$ cat src/rtl/systolic_input_skew.sv
// systolic_input_skew: buffers an N x K tile and streams it row-skewed into a systolic array.
// Lane i lags lane i-1 by one cycle, so a stream lasts K+N-1 cycles followed by a one-cycle done pulse.
module systolic_input_skew #(
  parameter int N = 2,
  parameter int K = 2,
  parameter int DATA_W = 32,
  localparam int RW = N > 1 ? $clog2(N) : 1,
  localparam int CW = K > 1 ? $clog2(K) : 1,
  localparam int TW = K + N > 2 ? $clog2(K + N - 1) : 1
) (
  input  logic              clk,
  input  logic              rst,
  input  logic              wr_en,
  input  logic [RW-1:0]     wr_row,
  input  logic [CW-1:0]     wr_col,
  input  logic [DATA_W-1:0] wr_data,
  input  logic              start,
  output logic              busy,
  output logic              done,
  output logic [N*DATA_W-1:0] out_data,
  output logic [N-1:0]      out_valid
);
  typedef enum logic [1:0] {S_IDLE, S_STREAM, S_DONE} state_t;
  state_t r_state, w_next;
  logic [TW-1:0] r_t;
  logic [DATA_W-1:0] r_a [N][K];
  logic w_last, w_wr, w_stream;
  assign w_stream = r_state == S_STREAM;
  assign w_last = r_t == TW'(K + N - 2);
  // The buffer is frozen while streaming; out-of-range coordinates are dropped.
  assign w_wr = wr_en && !w_stream && 32'(wr_row) < N && 32'(wr_col) < K;
  always_ff @(posedge clk or posedge rst) begin
    if (rst) begin
      r_state <= S_IDLE;
      r_t <= '0;
    end else begin
      r_state <= w_next;
      r_t <= w_stream && !w_last ? r_t + 1'b1 : '0;
    end
  end
  always_ff @(posedge clk or posedge rst) begin
    if (rst) begin
      for (int i = 0; i < N; i++)
        for (int j = 0; j < K; j++)
          r_a[i][j] <= '0;
    end else if (w_wr) begin
      r_a[wr_row][wr_col] <= wr_data;
    end
  end
  always_comb
    w_next = r_state == S_IDLE ? (start ? S_STREAM : S_IDLE) :
             w_stream ? (w_last ? S_DONE : S_STREAM) : S_IDLE;
  // Lane i carries column t-i of its row; everything else is zero.
  always_comb begin
    busy = w_stream;
    done = r_state == S_DONE;
    out_data = '0;
    out_valid = '0;
    for (int i = 0; i < N; i++)
      for (int j = 0; j < K; j++)
        if (w_stream && 32'(r_t) == 32'(i + j)) begin
          out_data[i*DATA_W +: DATA_W] = r_a[i][j];
          out_valid[i] = 1'b1;
        end
  end
endmodule
$ cat config.mk
export PLATFORM = sky130hd
export DESIGN_NAME = systolic_input_skew
export DESIGN_NICKNAME = d
export VERILOG_FILES = /design/src/rtl/systolic_input_skew.sv
export SDC_FILE = /design/constraint.sdc
export NUM_CORES = 1
export LEC_CHECK = 0
export CORE_ASPECT_RATIO = 0.6
export CORE_UTILIZATION = 56
export CTS_BUF_LIST = sky130_fd_sc_hd__clkbuf_8 sky130_fd_sc_hd__clkbuf_16
export DETAILED_ROUTE_END_ITERATION = 7
export HOLD_SLACK_MARGIN = 0.08
export PLACE_DENSITY = 0.85
export SKIP_LAST_GASP = 1
export SYNTH_ARGS = -nofsm -noshare
export SYNTH_HDL_FRONTEND = slang
export SYNTH_SLANG_ARGS = --single-unit
$ cat constraint.sdc
create_clock -name clk -period 7.1 [get_ports clk]
set_input_delay 1.42 -clock clk [delete_from_list [all_inputs] [get_ports clk]]
set_output_delay 1.42 -clock clk [all_outputs]
set_load 0.02 [all_outputs]
======== Word-level counts from Yosys, hierarchy flattened ========
Index checks and enable logic that the tools add are counted.
storage, ports and cells
  input port bits ......................... 38
  word-level logic and storage cells ...... 46
  bits in registers ....................... 132
  output and inout port bits .............. 68
cells by class
  eq/ne operators ......................... 4
  bitwise logic cells ..................... 2
  add/sub/neg operators ................... 1
  mux-type cells .......................... 18
  magnitude comparators ................... 4
  reduce and logical (&&, ||, !) cells .... 11
operators by type and width
  kind                 number
  $mux 32              5
  $bwmux 128           1
  $demux 64 s1         1
  $mux 64              1
  $demux 32 s1         1
  $mux 2               4
  $logic_and 1x1->1    7
  $mux 1               5
  $eq 2x1->1 const B   2
  $eq 2x2->1 const B   2
  $ge 2x2->1 const B   2
  $logic_not 2->1      2
  $lt 2x1->1 const B   2
  $not 1->2            2
  $add 2x1->2 const B  1
  $logic_not 1->1      2

======== Longest topological paths before layout ========
Gate-level depths: netlist of the first run.
  depth in word-level cells ............... 8
  depth in mapped cells ................... 8
  depth with buffers taken out ............ 5

======== Worst setup path before layout of the first run ========
Ideal clock, no wire load.
  path type ............................... register -> output
  start point ............................. register r_t[1]
  end point ............................... output port out_data[33]
  data arrival time ....................... 1.679 ns
  buffers on the path ..................... 3
  stages on the path, launching flop included .. 9
  slack ................................... 4.001 ns
  required time ........................... 5.680 ns
  cell sequence ........................... dfrtp_1 -> inv_1 -> ha_1 -> and3b_1 -> clkbuf_1 -> and2_1 -> clkbuf_1 -> buf_2 -> a22o_1
between the ends
  longest elaborated chain between the ends .. 4
  elaborated cells between the ends (all ways) .. 6
  those cells by class .................... eq/ne (2); mux (2); reduce/logical (2)
ends and longest elaborated chain
  element                   line  RTL
  start: declaration        25    logic [TW-1:0] r_t;
  start signal: assignment  38    r_t <= w_stream && !w_last ? r_t + 1'b1 : '0;
  $eq 2x1->1                61    if (w_stream && 32'(r_t) == 32'(i + j)) begin
  $logic_and 1x1->1         61
  $mux 32                   61
  $mux 32 *                 61
  end: declaration          20    output logic [N*DATA_W-1:0] out_data,
Every way passes the cells marked *; elsewhere a longest branch is shown, timed or not.

======== Worst setup path in the final report of the first run ========
  start point ............................. register r_t[1]
  end point ............................... output port out_data[40]
The elaborated chain is that of the path after synthesis.

==> metrics, run 1 <==
status complete, no violations; flop2flop setup slack 4.90 ns; Int Pwr 2.46 mW; io pins 106; Mapped Avg Cell Area 15.3 µm²; DIE AREA 10,700 µm²; Longest Clk Path Bufs 2; commonest non-fill, non-tap cells in the layout dfrtp_1 (132), clkdlybuf4s50_1 (105), mux2_2 (94), a22o_1 (64), mux2_4 (30); CP bufs+invs 3; hold depth 1; DP HPWL 7910 µm; Routed Antenna Nets 0; routed len/inst 19.9 µm; RSZ-0062 raised after global routing no; switching power 1.22 mW; Avg Vias per Cell 5.83; Syn. warnings 0; crit-path leading delay family buffers and inverters; via count 3,664; worst hold path startpoint r_state[1]; gpl congestion 0.779; LEAKAGE 3.26 nW; Initial DRC Count 158; Data arrival, critical path 2.90 ns; Setup crit end kind primary output; FF-to-FF Start r_state[0]; Starting Density 58.2%; final cell count without fillers 628; Die X-Extent 133 µm; kind of critical path register to primary output; CTS root buf clkbuf_16; Setup Fix Bufs, Post-CTS 0; first-pass GRT wire length 20,200 µm; Setup Viol. Count Final 0; Synth cell types 27; vias in the first global route 3,809; die height 80.6 µm; Hold Crit Class register to register; dpl cells 598; layout cell share with drive strength beyond 1 33.5%; post-cts hold buffer count 0; post-cts resize count 0; crit-path cells inv_1, ha_1, and3b_1, and2_1, buf_4, a22o_1, clkdlybuf4s50_1; Max stage delay cell, worst path clkdlybuf4s50_1; largest net degree at the start of global routing 87; hold-critical path endpoint r_state[0]; clock transition at the registers of the reported paths 0.05 ns; fmax 231 MHz; logic gate share of total power 42.7%; clock power share 21.1%; Max IR drop VDD 0.000305 V; sum of negative setup slack 0 ns; Switching Fraction 33.1%; final worst path period share 60.9%; Layout Utilization 75.1%; Slew headroom 32.2%; Worst Skew 0.00797 ns; grt total ovfl 0; DRC viols 0; crit start category register; r2r endpoint r_a[126]; Reg power frac 36.2%; CTS Sinks 132; synthesized flop and latch total 132; delay of the slowest critical-path stage 0.60 ns; CP Max Fanout 23; FILL cells 598; CTS HTree Levels 4; CORE AREA 9910 µm²; r2r worst-path depth 5; Worst-Margin Slew 1.02 ns; worst setup path start r_t[1]; area grow syn2layout 29.1%; Antenna diodes 0; Clock Latency Late Sink 0.41 ns; row cnt 28; Crit path required time 5.68 ns; initial antenna violation count 0; final WL 12,500 µm; gr usage total 25.5%; Max-Cap Viols 0; Cells after Synth 377; CTS tree built; overall power consumption 3.68 mW; Initial DRT Pass Iterations 4; Tmin final 4.32 ns; Slew Limit Fails 0; Final Hold Viols 0; synthesized net count 418; Nets 523; Synth Cell Area 5770 µm²; commonest non-fill, non-tap cell in the layout dfrtp_1; number of port buffers 105; Seq/Total Area, Yosys 57.3%; CTS Buf Count 17; Power Density 494 nW/µm²
## per-stage QoR
stage	area, µm²	setup WS [ns]	hold slack [ns]
after floorplan	5770	2.15	0.424
after global placement	6910	3.28	0.444
after detailed placement	6910	3.18	0.466
after CTS	7450	2.77	0.468
after global routing	7450	2.63	0.487
final	7450	2.78	0.464
## state kept, by name, summed over array words and instances (netlist names)
name	cells
r_state	2
r_a	128
r_t	2
## power by group through the flow
stage          clock network, mW  logic (mW)  registers [mW]
2_1_floorplan                  0        1.02            1.27
3_3_place_gp                   0        1.54            1.31
3_5_place_dp                   0        1.58            1.34
4_1_cts                    0.785        1.59            1.33
5_1_grt                    0.819        1.67            1.38
6_report                   0.776        1.57            1.33
## metal layers
metal	vias up	share of wire [%]	routed length, µm	global-route usage [%]
met5	-	0	0	0
met4	0	0.77	96	8.28
met3	10	6.6	823	7.70
met2	103	47	5890	39.7
met1	1939	46	5690	34.3
li1	1612	-	-	-
## cells in the mapped netlist, drive strengths merged
master,n,area (µm²)
dfrtp,132,3300
and3,1,6.26
mux2,128,1550
nand4b,1,8.76
nand2,1,3.75
and3b,1,8.76
nor2,4,15.0
a22o,64,561
nor3b,1,12.5
clkbuf,8,30.0
nor3,2,15.0
nor4b,1,23.8
ha,3,37.5
or2,1,6.26
inv,5,21.3
nand4,1,6.26
mux2i,1,10.0
nand2b,1,6.26
buf,19,124
nor2b,1,6.26
and2,1,6.26
## worst max path at each step
stage                    to  depth (start not counted)
3_5_place_dp   out_data[56]                          7
5_1_grt        out_data[48]                          7
2_1_floorplan        r_a[0]                          1
4_1_cts        out_data[40]                          7
3_3_place_gp   out_data[15]                          5
6_report       out_data[40]                          7
## cells by family after synthesis
kind of cell             count (synthesis)  synth area share (%)
adder cells (fa/ha/maj)                  3                 0.651
AO/OA/AOI/OAI                           64                  9.72
buffers and inverters                   32                  3.04
flip-flops                             132                  57.3
multiplexers                           129                  27.1
AND/OR/NAND/NOR                         17                  2.17
## layout make-up
cell class / instances / area [µm²] / share of cell area [%]
tap: 135 / 169 / 2.27
sequential: 132 / 3300 / 44.4
inverter: 5 / 23.8 / 0.319
timing repair buffer: 113 / 1110 / 14.9
multi-input combinational: 213 / 2310 / 31.0
clock buffer: 22 / 494 / 6.64
clock inverter: 8 / 37.5 / 0.504
No activity file was read; power rests on OpenSTA's default activity.
==> run 2: changes to the inputs <==
--- a/config.mk
+++ b/config.mk
@@ -6,11 +6,11 @@
 export NUM_CORES = 1
 export LEC_CHECK = 0
 export CORE_ASPECT_RATIO = 0.6
-export CORE_UTILIZATION = 56
+export CORE_UTILIZATION = 52
 export CTS_BUF_LIST = sky130_fd_sc_hd__clkbuf_8 sky130_fd_sc_hd__clkbuf_16
 export DETAILED_ROUTE_END_ITERATION = 7
 export HOLD_SLACK_MARGIN = 0.08
-export PLACE_DENSITY = 0.85
+export PLACE_DENSITY = 0.79
 export SKIP_LAST_GASP = 1
 export SYNTH_ARGS = -nofsm -noshare
 export SYNTH_HDL_FRONTEND = slang
==> constraint.sdc (replaced) <==
create_clock -name clk -period 4.27 [get_ports clk]
set_input_delay 0.854 -clock clk [delete_from_list [all_inputs] [get_ports clk]]
set_output_delay 0.854 -clock clk [all_outputs]
set_load 0.02 [all_outputs]
==> run 2 against run 1 <==
  * Flip-flop and latch count stayed put
  * Global-route usage decreased by 0.68 points
  * Final cell count rose by 1.3%
  * Critical path depth decreased by 2
  * Total power grew 72%
  * Clock skew decreased by 0.0031 ns
  * Non-clock buffer count rose by 5
  * Largest cell class unchanged
  * Sequential power up 68%
  * Hold slack about the same
  * Clock power rose by 84%
  * Sequential share of layout area fell by 0.70 points
==> metrics, run 2 (same netlist as run 1, synthesis figures left out) <==
status complete, no violations (unchanged); fmax 278 MHz; Worst-Margin Slew 0.810 ns (was 1.02 ns); CTS Sinks 132 (unchanged); largest register by flop count r_a (unchanged); post-cts resize count 0 (unchanged); row cnt 29 (was 28); biggest regs r_a: 128 flops, r_state: 2 flops, r_t: 2 flops (unchanged); Routed Antenna Nets 0 (unchanged); initial antenna violation count 0 (unchanged); Slew headroom 45.8% (was 32.2%); sum of negative setup slack 0 ns (unchanged); gpl congestion 0.752 (was 0.779); number of port buffers 105 (unchanged); Nets 528 (was 523); FILL cells 717 (was 598); Die X-Extent 138 µm (was 133 µm); Max IR drop VDD 0.000479 V (was 0.000305 V); grt total ovfl 0 (unchanged); PnR worst setup slack 0.677 ns (was 2.78 ns); delay of the slowest critical-path stage 0.61 ns (was 0.60 ns); dpl cells 607 (was 598); Final Hold Slack 0.464 ns (about the same); Hold Crit Class register to register (unchanged); kind of critical path register to primary output (unchanged); CTS Buf Count 17 (unchanged); largest net degree at the start of global routing 133 (was 87); CTS tree built (unchanged); post-cts hold buffer count 0 (unchanged); DRC viols 0 (unchanged); area grow syn2layout 31.2% (was 29.1%); max reg flops 128 (unchanged); DIE AREA 11,500 µm² (was 10,700 µm²); Data arrival, critical path 2.74 ns (was 2.90 ns); DP HPWL 8340 µm (was 7910 µm); CP Max Fanout 19 (was 23); Initial DRT Pass Iterations 4 (unchanged); Power Density 835 nW/µm² (was 494 nW/µm²); Setup Viol. Count Final 0 (unchanged); vias in the first global route 3,844 (was 3,809); Setup crit end kind primary output (unchanged); final WL 13,400 µm (was 12,500 µm); DP Worst Slack 1.13 ns (was 3.18 ns); routed len/inst 21.0 µm (was 19.9 µm); clock transition at the registers of the reported paths 0.05 ns (about the same); first-pass GRT wire length 20,900 µm (was 20,200 µm); CTS HTree Levels 4 (unchanged); Starting Density 54.0% (was 58.2%); Slew Limit Fails 0 (unchanged); crit-path cells nand2b_1, nor2_4, buf_4, a22o_1, clkdlybuf4s50_1 (was inv_1, ha_1, and3b_1, and2_1, buf_4, a22o_1, clkdlybuf4s50_1); CTS root buf clkbuf_16 (unchanged); Final Hold Viols 0 (unchanged); die height 83.6 µm (was 80.6 µm); layout cell share with drive strength beyond 1 34.0% (was 33.5%); Max stage delay cell, worst path clkdlybuf4s50_1 (unchanged); Initial DRC Count 221 (was 158); Longest Clk Path Bufs 2 (unchanged); gr usage total 24.8% (was 25.5%); Max-Cap Viols 0 (unchanged); via count 3,640 (was 3,664); Antenna diodes 0 (unchanged); Clock Latency Late Sink 0.40 ns (was 0.41 ns); Setup Fix Bufs, Post-CTS 0 (unchanged); Worst Skew 0.00491 ns (was 0.00797 ns); LEAKAGE 3.31 nW (was 3.26 nW); CORE AREA 10,700 µm² (was 9910 µm²); CP bufs+invs 2 (was 3); Avg Vias per Cell 5.72 (was 5.83); commonest non-fill, non-tap cell in the layout dfrtp_1 (unchanged); RSZ-0062 raised after global routing no (unchanged); final worst path period share 84.1%; crit start category register (unchanged); io pins 106 (unchanged); commonest non-fill, non-tap cells in the layout dfrtp_1 (132), clkdlybuf4s50_1 (105), mux2_2 (94), a22o_1 (64), mux2_4 (30) (unchanged); Tmin final 3.59 ns; Crit path required time 3.42 ns (was 5.68 ns); crit-path leading delay family buffers and inverters (unchanged); final cell count without fillers 636 (was 628)
## run 2: cell types whose count changed in the layout (fill, tap and decap cells not counted), sizes merged
cell    before  now
buf          8   13
bufinv       0    3
clkbuf      22   20
clkinv       3    2
inv          9    8
## run 2: power by group
part	internal (mW)	switching [mW]	total (mW)
registers	1.88	0.350	2.23
clock network	0.943	0.490	1.43
logic	1.44	1.22	2.66
total	4.26	2.06	6.32
## run 2: cell type report
type	count	area [µm²]	share of cell area, %
multi-input cells	213	2310	30.5
inverters	5	25.0	0.331
repair buffers	118	1170	15.5
well taps	139	174	2.30
flip-flops and latches	132	3300	43.7
clock inverters	9	115	1.52
clock buffers	20	467	6.17
## run 2: through the flow
stage | power [mW] | utilization, % | instance area (µm²)
after floorplan | 3.82 | - | 5770
after global placement | 4.79 | 65.5 | 6980
after detailed placement | 4.88 | 65.5 | 6980
after CTS | 6.36 | 70.9 | 7560
after global routing | 6.63 | 70.9 | 7560
final | 6.32 | 70.9 | 7560
## run 2: routing by layer
metal | GRT usage (%) | wire, µm | vias up
met5 | 0 | 0 | -
met4 | 5.14 | 40 | 0
met3 | 8.08 | 850 | 4
met2 | 36.3 | 6260 | 121
met1 | 36.2 | 6220 | 1900
li1 | - | - | 1615
## run 2: final timing paths
path / startpoint / endpoint / slack, ns / cells after the start
setup / recovery: r_state[1] / out_data[46] / 0.68 / 5
hold / removal: r_t[0] / r_t[0] / 0.46 / 1
setup reg to reg: r_state[0] / r_a[81] / 1.92 / 5
hold reg to reg: r_t[0] / r_t[0] / 0.46 / 1
max in group asynchronous: rst / r_a[77] / 2.78 / 3
min in group asynchronous: rst / r_a[27] / 1.00 / 3
==> run 3: changes to the inputs <==
--- a/config.mk
+++ b/config.mk
@@ -6,11 +6,11 @@
 export NUM_CORES = 1
 export LEC_CHECK = 0
 export CORE_ASPECT_RATIO = 0.6
-export CORE_UTILIZATION = 52
+export CORE_UTILIZATION = 47
 export CTS_BUF_LIST = sky130_fd_sc_hd__clkbuf_8 sky130_fd_sc_hd__clkbuf_16
 export DETAILED_ROUTE_END_ITERATION = 7
 export HOLD_SLACK_MARGIN = 0.08
-export PLACE_DENSITY = 0.79
+export PLACE_DENSITY = 0.76
 export SKIP_LAST_GASP = 1
 export SYNTH_ARGS = -nofsm -noshare
 export SYNTH_HDL_FRONTEND = slang
==> constraint.sdc (replaced) <==
create_clock -name clk -period 3.22 [get_ports clk]
set_input_delay 0.644 -clock clk [delete_from_list [all_inputs] [get_ports clk]]
set_output_delay 0.644 -clock clk [all_outputs]
set_load 0.02 [all_outputs]
==> run 3 against run 2 <==
  * Clock skew grew 0.0041 ns
  * Count of clock-buffer cells in the layout shrank 2
  * Non-clock buffer count grew 1
  * Combinational power grew 33%
  * First-iteration DRC count grew 18%
  * Sequential share of layout area shrank 0.74 points
  * Register-to-register slack lost 0.74 ns
  * Via count shrank 0.55%
==> metrics, run 3 (same netlist as run 1, synthesis figures left out) <==
Initial DRC Count 261 (was 221); Final Hold Viols 0 (unchanged); routed wl met3 763 µm (was 850 µm); fmax 313 MHz; commonest non-fill, non-tap cells in the layout dfrtp_1 (132), mux2_2 (94), clkdlybuf4s50_1 (82), a22o_1 (64), mux2_4 (30) (was dfrtp_1 (132), clkdlybuf4s50_1 (105), mux2_2 (94), a22o_1 (64), mux2_4 (30)); CP Max Fanout 9 (was 19); final worst path period share 99.2%; vias in the first global route 3,814 (was 3,844); Longest Clk Path Bufs 2 (unchanged); Nets 529 (was 528); Max IR drop VDD 0.000502 V (was 0.000479 V); gpl congestion 0.787 (was 0.752); via count 3,620 (was 3,640); wire length on met2 5920 µm (was 6260 µm); CTS tree built (unchanged); area grow syn2layout 33.5% (was 31.2%); sum of negative setup slack 0 ns (unchanged); Worst-Margin Slew 0.651 ns (was 0.810 ns); DRC viols 0 (unchanged); io pins 106 (unchanged); Hold Crit Class register to register (unchanged); routed len/inst 20.5 µm (was 21.0 µm); crit-path cells inv_1, ha_1, and3b_1, and2_1, buf_4, a22o_1, clkdlybuf4s50_1 (was nand2b_1, nor2_4, buf_4, a22o_1, clkdlybuf4s50_1); largest net degree at the start of global routing 64 (was 133); Tmin final 3.19 ns; clock transition at the registers of the reported paths 0.05 ns (about the same); CTS Sinks 132 (unchanged); first-pass GRT wire length 21,900 µm (was 20,900 µm); FILL cells 807 (was 717); kind of critical path register to primary output (unchanged); CTS root buf clkbuf_16 (unchanged); row cnt 30 (was 29); Die X-Extent 145 µm (was 138 µm); Slew Limit Fails 0 (unchanged); grt total ovfl 0 (unchanged); layout cell share with drive strength beyond 1 34.8% (was 34.0%); commonest non-fill, non-tap cell in the layout dfrtp_1 (unchanged); Routed Antenna Nets 0 (unchanged); DIE AREA 12,700 µm² (was 11,500 µm²); Data arrival, critical path 2.55 ns (was 2.74 ns); DP HPWL 8730 µm (was 8340 µm); Clock Latency Late Sink 0.41 ns (was 0.40 ns); delay of the slowest critical-path stage 0.64 ns (was 0.61 ns); CTS HTree Levels 4 (unchanged); crit start category register (unchanged); CTS Buf Count 17 (unchanged); largest register by flop count r_a (unchanged); RSZ-0062 raised after global routing yes (was no); Antenna diodes 0 (unchanged); uppermost routed layer met4 (unchanged); gr usage total 22.9% (was 24.8%); crit-path leading delay family buffers and inverters (unchanged); Avg Vias per Cell 5.48 (was 5.72); initial antenna violation count 0 (unchanged); Max stage delay cell, worst path clkdlybuf4s50_1 (unchanged); number of port buffers 105 (unchanged); Setup crit end kind primary output (unchanged); biggest regs r_a: 128 flops, r_state: 2 flops, r_t: 2 flops (unchanged); Starting Density 49.5% (was 54.0%); overall power consumption 8.40 mW (was 6.32 mW); Crit path required time 2.58 ns (was 3.42 ns); hold depth 1 (unchanged); r2r worst-path depth 5 (unchanged); CORE AREA 11,600 µm² (was 10,700 µm²); final WL 13,500 µm (was 13,400 µm); Initial DRT Pass Iterations 4 (unchanged); LEAKAGE 3.71 nW (was 3.31 nW); Worst Skew 0.00898 ns (was 0.00491 ns); Power Density 1090 nW/µm² (was 835 nW/µm²); WP depth 7 (was 5); CP bufs+invs 3 (was 2); max reg flops 128 (unchanged); Slew headroom 56.5% (was 45.8%); Max-Cap Viols 0 (unchanged); met1 WL 6810 µm (was 6220 µm); die height 87.8 µm (was 83.6 µm); Setup Fix Bufs, Post-CTS 0 (unchanged); status complete, no violations (unchanged); Setup Viol. Count Final 0 (unchanged)
## run 3: per-stage QoR
step | std cells | utilization (%) | hold WS (ns) | setup slack (ns) | area [µm²]
final | 660 | 66.1 | 0.467 | 0.0255 | 7690
after global routing | 660 | 66.1 | 0.489 | -0.0653 | 7690
after CTS | 660 | 65.5 | 0.470 | -0.0107 | 7620
after detailed placement | 629 | 60.5 | 0.461 | 0.432 | 7040
after global placement | 629 | 60.5 | 0.449 | 0.466 | 7040
after floorplan | 377 | - | 0.424 | 0.897 | 5770
## run 3: final timing paths
kind	startpoint	to	slack, ns
max	r_t[1]	out_data[35]	0.03
min	r_state[1]	r_state[0]	0.47
max reg2reg	r_state[0]	r_a[77]	1.18
min reg2reg	r_state[1]	r_state[0]	0.47
max in group asynchronous	rst	r_a[112]	1.80
min in group asynchronous	rst	r_a[24]	0.70
## run 3: area by class of cell
cell class | instances | area, µm² | share of cell area (%)
Clock buffer | 18 | 439 | 5.71
Sequential cell | 132 | 3300 | 42.9
Multi-Input combinational cell | 213 | 2310 | 30.0
Inverter | 5 | 25.0 | 0.325
Clock inverter | 13 | 143 | 1.85
Tap cell | 160 | 200 | 2.60
Timing Repair Buffer | 119 | 1280 | 16.6
## run 3: per-layer routing
| layer | vias to the layer above | GRT usage, % |
|---|---|---|
| li1 | 1620 | - |
| met1 | 1895 | 33.4 |
| met2 | 99 | 33.7 |
| met3 | 6 | 6.67 |
| met4 | 0 | 5.32 |
| met5 | - | 0 |
## run 3: power by group
part | total (mW) | internal [mW] | switching [mW]
Combinational | 3.55 | 1.92 | 1.63
Sequential | 2.95 | 2.49 | 0.467
Clock | 1.90 | 1.22 | 0.679
Total | 8.40 | 5.62 | 2.78
## run 3: repair_timing
item / in CTS / in global routing
hold buffers: 0 / 0
pin swaps: 0 / 0
endpoints found under the setup margin: 4 / 56
resized for setup: 0 / 27
## run 3: worst register-to-register path, stage by stage (launching register included)
cell and delay, ns:
dfrtp_1 0.41, nand2b_1 0.37, inv_4 0.11, nor3_4 0.16, buf_4 0.44, mux2_2 0.43
